## src/rtl/sobel_frame_ctrl.sv

```systemverilog
// Frame-buffer read controller feeding window_3x3: streams IMG_W x IMG_H pixels with line/frame blanking.
// Optional macro SOBEL_CTRL_FRAME_LOOP_EN: loop DONE straight back to FRST for continuous streaming.
module sobel_frame_ctrl #(
  parameter int IMG_W   = 320,
  parameter int IMG_H   = 256,
  parameter int H_BLANK = 8,
  parameter int V_BLANK = 16,
  parameter int ADDR_W  = 17
) (
  input  logic              clock,
  input  logic              reset,
  input  logic              start,
  input  logic              hold,
  input  logic [7:0]        pix_data,
  output logic [ADDR_W-1:0] mem_addr,
  output logic [7:0]        win_datain,
  output logic              win_datain_en,
  output logic              win_frame_reset,
  output logic              busy,
  output logic              frame_done,
  output logic [9:0]        line_cnt
);

  localparam int PIX_W   = $clog2(IMG_W + 1);
  localparam int BLK_MAX = (H_BLANK > V_BLANK) ? H_BLANK : V_BLANK;
  localparam int BLK_W   = $clog2(BLK_MAX + 1);

  typedef enum logic [2:0] {IDLE, FRST, LINE, HBLK, VBLK, DONE} state_t;

  state_t           state, state_nxt;
  logic [PIX_W-1:0] pix_cnt;
  logic [BLK_W-1:0] blk_cnt;
  logic             line_end, last_line, hblk_end, vblk_end;
  logic             en_nxt, frst_nxt, done_nxt;

  assign win_datain = pix_data;
  assign line_end   = win_datain_en && (pix_cnt == PIX_W'(IMG_W - 1));
  assign last_line  = (line_cnt == 10'(IMG_H - 1));
  assign hblk_end   = (state == HBLK) && (blk_cnt == BLK_W'(H_BLANK - 1));
  assign vblk_end   = (state == VBLK) && (blk_cnt == BLK_W'(V_BLANK - 1));

  always_ff @(posedge clock) begin
    if (reset) state <= IDLE;
    else       state <= state_nxt;
  end

  always_comb begin
    state_nxt = state;
    case (state)
      IDLE: if (start) state_nxt = FRST;
      FRST: state_nxt = LINE;
      LINE: if (line_end) state_nxt = last_line ? VBLK : HBLK;
      HBLK: if (hblk_end) state_nxt = LINE;
      VBLK: if (vblk_end) state_nxt = DONE;
`ifdef SOBEL_CTRL_FRAME_LOOP_EN
      DONE: state_nxt = FRST;
`else
      DONE: state_nxt = IDLE;
`endif
      default: state_nxt = IDLE;
    endcase
  end

  // Strobes are decoded from the next state so they leave flops aligned with it;
  // hold therefore gates the pixel presented in the following cycle.
  always_comb begin
    en_nxt   = (state_nxt == LINE) && !hold;
    frst_nxt = (state_nxt == FRST);
    done_nxt = (state_nxt == DONE);
    busy     = (state != IDLE);
  end

  always_ff @(posedge clock) begin
    if (reset) begin
      win_datain_en   <= 1'b0;
      win_frame_reset <= 1'b0;
      frame_done      <= 1'b0;
    end else begin
      win_datain_en   <= en_nxt;
      win_frame_reset <= frst_nxt;
      frame_done      <= done_nxt;
    end
  end

  // Pixel counter runs to IMG_W at line end and is cleared when the line blank finishes.
  always_ff @(posedge clock) begin
    if (reset || state_nxt == FRST) begin
      mem_addr <= '0;
      pix_cnt  <= '0;
      line_cnt <= '0;
    end else if (win_datain_en) begin
      mem_addr <= mem_addr + ADDR_W'(1);
      pix_cnt  <= pix_cnt + PIX_W'(1);
    end else if (hblk_end) begin
      pix_cnt  <= '0;
      line_cnt <= line_cnt + 10'd1;
    end
  end

  always_ff @(posedge clock) begin
    if (reset)
      blk_cnt <= '0;
    else if ((state == HBLK || state == VBLK) && !hblk_end && !vblk_end)
      blk_cnt <= blk_cnt + BLK_W'(1);
    else
      blk_cnt <= '0;
  end

endmodule

```

## config.mk

```make
export PLATFORM = sky130hd
export DESIGN_NAME = sobel_frame_ctrl
export DESIGN_NICKNAME = d
export VERILOG_FILES = /design/src/rtl/sobel_frame_ctrl.sv
export SDC_FILE = /design/constraint.sdc
export NUM_CORES = 1
export LEC_CHECK = 0
export ABC_AREA = 1
export BUFFER_PORTS_ARGS = -buffer_cell sky130_fd_sc_hd__buf_4
export CAP_MARGIN = 25
export CORE_UTILIZATION = 54
export DETAILED_ROUTE_END_ITERATION = 7
export PLACE_DENSITY = 0.78
export SYNTH_ARGS = -nofsm -noshare
export SYNTH_HDL_FRONTEND = slang
export SYNTH_SLANG_ARGS = --single-unit
```

## constraint.sdc

```tcl
create_clock -name clock -period 1.8 [get_ports clock]
set_clock_uncertainty 0.2 [all_clocks]
set_input_delay 0.36 -clock clock [delete_from_list [all_inputs] [get_ports clock]]
set_output_delay 0.36 -clock clock [all_outputs]
set_load 0.1 [all_outputs]
```

; Word level (Yosys, flattened, before mapping)
; Cells that the tools add are included.
[classes]
add_sub_neg = 4
mul = 0
div_mod_pow = 0
n_lt_le_gt_ge = 0
n_eq_ne = 11
shift = 0
n_mux = 8
bitwise = 2
reduce_logical = 16
[op_table]
columns = cell, count
row1 = two-way mux 9 bit, 2
row2 = adder 17 x 1 -> 17 bit (second input constant), 1
row3 = two-way mux 3 bit, 5
row4 = one-hot mux 3 bit (5 select lines), 1
row5 = adder 10 x 1 -> 10 bit (second input constant), 1
row6 = equality test 10 x 8 -> 1 bit (second input constant), 1
row7 = adder 9 x 1 -> 9 bit (second input constant), 1
row8 = equality test 3 x 2 -> 1 bit (second input constant), 3
row9 = equality test 9 bit (second input constant), 1
row10 = equality test 3 x 1 -> 1 bit (second input constant), 2
row11 = equality test 3 bit (second input constant), 2
row12 = logical AND 1 bit, 6
row13 = adder 5 x 1 -> 5 bit (second input constant), 1
row14 = equality test 5 x 3 -> 1 bit (second input constant), 1
row15 = equality test 5 x 4 -> 1 bit (second input constant), 1
row16 = logical NOT 1 bit, 3
row17 = logical NOT 3 bit, 1
row18 = nonzero test 3 bit, 1
row19 = logical OR 1 bit, 2
row20 = NOT 1 bit, 2
row21 = AND reduction 2 bit, 1
row22 = nonzero test 2 bit, 1
row23 = OR reduction 2 bit, 1
[word_totals]
ff_bits = 47
latchBits = 0
mem_bits_rw = 0
mem_bits_ro = 0
input_bits = 12
output_inout_bits = 39
elab_cells = 49
memories = 0

; Depth between registers and ports, before layout
[depth]
depth_word = 7
depth_mapped = 11

; Worst setup path before layout
; OpenSTA, ideal clock, no wires.
[synth_path]
kind = register -> register
from = reg mem_addr[0]
to = reg mem_addr[14]
arrival_time_ns = 2.063
path_slack_ns = -0.580
stages_incl_launch_ff = 9
synth_period_minus_slack_ns = 2.380
cell_sequence = dfxtp_1 -> ha_1 -> nand2_1 -> nor2_4 -> nand3b_2 -> nor2_4 -> nand4_1 -> nand2_1 -> nor2_1
[synth_via]
elab_chain_len = 1
[synth_lines]
columns = element, line_no
row1 = from (decl), 15  ; output logic [ADDR_W-1:0] mem_addr,
row2 = from (signal assigned), 92  ; mem_addr <= mem_addr + ADDR_W'(1);
row3 = adder 17 x 1 -> 17 bit, 92
; No other way between the ends.
; A chain may end at the register's enable or synchronous reset.

; Worst setup path in the final report
[layout_path]
from = reg win_datain_en
to = out win_datain_en
[layout_lines]
columns = element, line_no
row1 = from (decl), 17  ; output logic win_datain_en,
row2 = from (signal assigned), 79  ; win_datain_en <= en_nxt;
; No word-level cell between the ends.

==> flow_summary.yaml <==
power:
  power_frac_clock: 0.343
  pwr-share-comb: 0.071
  power.switching_fraction: 0.248
  power_leakage_nw: 1.12
  p_per_area_nw_per_um2: 627
  switching_power_mw: 0.445
  p_seq_frac: 0.586
  p_int_mw: 1.35
  ir_drop_uv: 390
sta:
  slew_viol_final: 0
  min_period_ps: 1700
  finalHoldViolations: 0
  slew_headroom: 0.821
  fin_tns_setup_ps: 0
  worst_slew_pin_slew_ps: 266
  hold_ws_ps: 49.9
  setup_ws_ps: 104
  post-route-period-util: 0.942
  max_freq_mhz: 590
  setup_viol: 0
drt:
  routed_via_density: 5.06
  drtPass1Iterations: 5
  ant_nets: 0
  drt_iter0_drc: 78
  drc: 0
  wl_um: 4910
  vias: 2192
  routed_wire_length_per_instance_um: 11.3
floorplan:
  dieWidth_um: 68.5
  start_util: 0.580
  core_region_area_um2: 4120
  die_area_um2: 4690
  die_h_um: 68.5
  num_rows: 23
  io_pins: 51
synthesis:
  synth-warning-count: 0
  syn_inst: 346
  synth_top_area_share: 0.395
  yosys-top-cells-count: "97 x nand2_1, 47 x dfxtp_1, 44 x nor2_1"
  synth_async_sr_flop_share: 0
  synth_seq_cells: 47
  synth.largest_area_cell: "dfxtp_1"
  ys_seq_area_frac: 0.395
  syn_area_um2: 2380
  synth_area_leaders: "dfxtp_1 39%, nand2_1 15%, nor2_1 6.9%"
  synth.distinct_cells: 30
  synth_nets: 363
  ys.flop_type: "dfxtp_1"
  synth-edff-count: 0
  synth.avg_cell_area_um2: 6.89
  yosysMostFrequentCell: "nand2_1"
finish:
  fin_nets: 399
  fin_util: 0.693
  drive_gt1_frac: 0.258
  final_area_um2: 2850
  syn_to_final_growth_pct: 19.6
  num_antenna_cells: 0
  n_fill_cell: 363
hold_path:
  hp-class: "primary input to flip-flop"
critical_path:
  worstPathCellList: "buf_4, buf_6"
  crit_arrival_ps: 1140
  cp_max_fo: 8
  cp_data_required_time_ps: 1240
  critPathMaxStageDelay_ps: 410
  crit_path_start_kind: "flip-flop"
  path_class: "flip-flop to output port"
  cpMaxStageDelayCell: "dfxtp_2"
  worst_setup_path_end_kind: "output port"
cts:
  cts_sinks: 47
  root_buffer: "clkbuf_8"
  tritoncts: "yes"
  numCtsBuffers: 5
  htreeDepth: 2
  clk_latency_ps: 310
  clock_path_buffers: 2
  ctsHoldBuffers: 0
  clk_pin_slew_worst_paths_ps: 80
placement:
  dp_hpwl_um: 3550
  placed_area_um2: 2700
  io_buffer_count: 34
  dp_slack_ps: 113
  gp_congestion: 0.840
global_route:
  grt_usage: 0.221
  overflow: 0
  grt_max_degree: 20
  grt_pass1_wl_um: 7760
  antenna_found_initial: 0
  grt_pass1_vias: 1859
job:
  maxCapViolCount: 0
status:
  status: "finished, final reports clean"
## cells in the final DEF, fill, tap and decap left out, drive strengths merged, types with 7 or more instances in the layout
master,count
nand2,99
dfxtp,47
nor2,48
clkbuf,7
inv,37
nor3,15
buf,41
a21oi,31
nand3,19
## area by class of cell
cell class,instances,area [um^2],share of cell area
Clock inverter,1,5.00,0.00175
Multi-Input combinational cell,247,1250,0.437
Sequential cell,47,987,0.346
Timing Repair Buffer,41,319,0.112
Clock buffer,7,76.3,0.0268
Timing Repair inverter,1,5.00,0.00175
Inverter,39,151,0.0531
Tap cell,50,62.6,0.0219
## registers in the layout (all words and copies together), names as in the netlist
signal and cells:
mem_addr 17, line_cnt 10, pix_cnt 9, blk_cnt 5
state 3, frame_done 1, win_datain_en 1, win_frame_reset 1
## what timing repair did
item                                   4_1_cts  5_1_grt
setup endpoints to repair                    0       18
gates resized for setup                      0       18
setup buffers                                0        1
endpoints found under the hold margin        0        0
## routing by layer
metal  GRT usage  part of all wire
met5           0                 0
met4       0.112             0.016
met3      0.0433             0.041
met2       0.364              0.47
met1       0.270              0.47
## through the flow
stage                     instances  power [mW]
after floorplan                 346        1.25
after global placement          422        1.20
after detailed placement        422        1.20
after CTS                       430        1.81
after global routing            433        1.86
final                           433        1.79
## logic make-up (layout without fill, tap and decap cells)
group,count (synthesis),after routing,synth area share
buffers and inverters,52,89,0.0971
XOR/XNOR,11,11,0.0404
flip-flops,47,47,0.395
AND/OR/NAND/NOR,193,193,0.360
AO/OA/AOI/OAI,38,38,0.0818
adder cells (fa/ha/maj),5,5,0.0262
## worst max-delay path, delay by kind of cell, from the launching register on
kind	cells	cell delay, ps
DFF	1	410
buffers and inverters	2	420
## power groups by stage
stage	Clock (mW)	Sequential, mW	Combinational [mW]
2_1_floorplan	0	1.09	0.154
5_1_grt	0.672	1.05	0.137
3_3_place_gp	0	1.07	0.124
3_5_place_dp	0	1.07	0.125
6_report	0.615	1.05	0.127
4_1_cts	0.639	1.05	0.125
## path summary, 6_finish.rpt
path	depth (start not counted)	from	end	slack [ps]
min reg2reg	2	mem_addr[13]	mem_addr[13]	270
max reg2reg	8	line_cnt[0]	win_datain_en	120
max	2	win_datain_en	win_datain_en	100
min	2	reset	frame_done	50
Power figures use the tool's default switching activity.
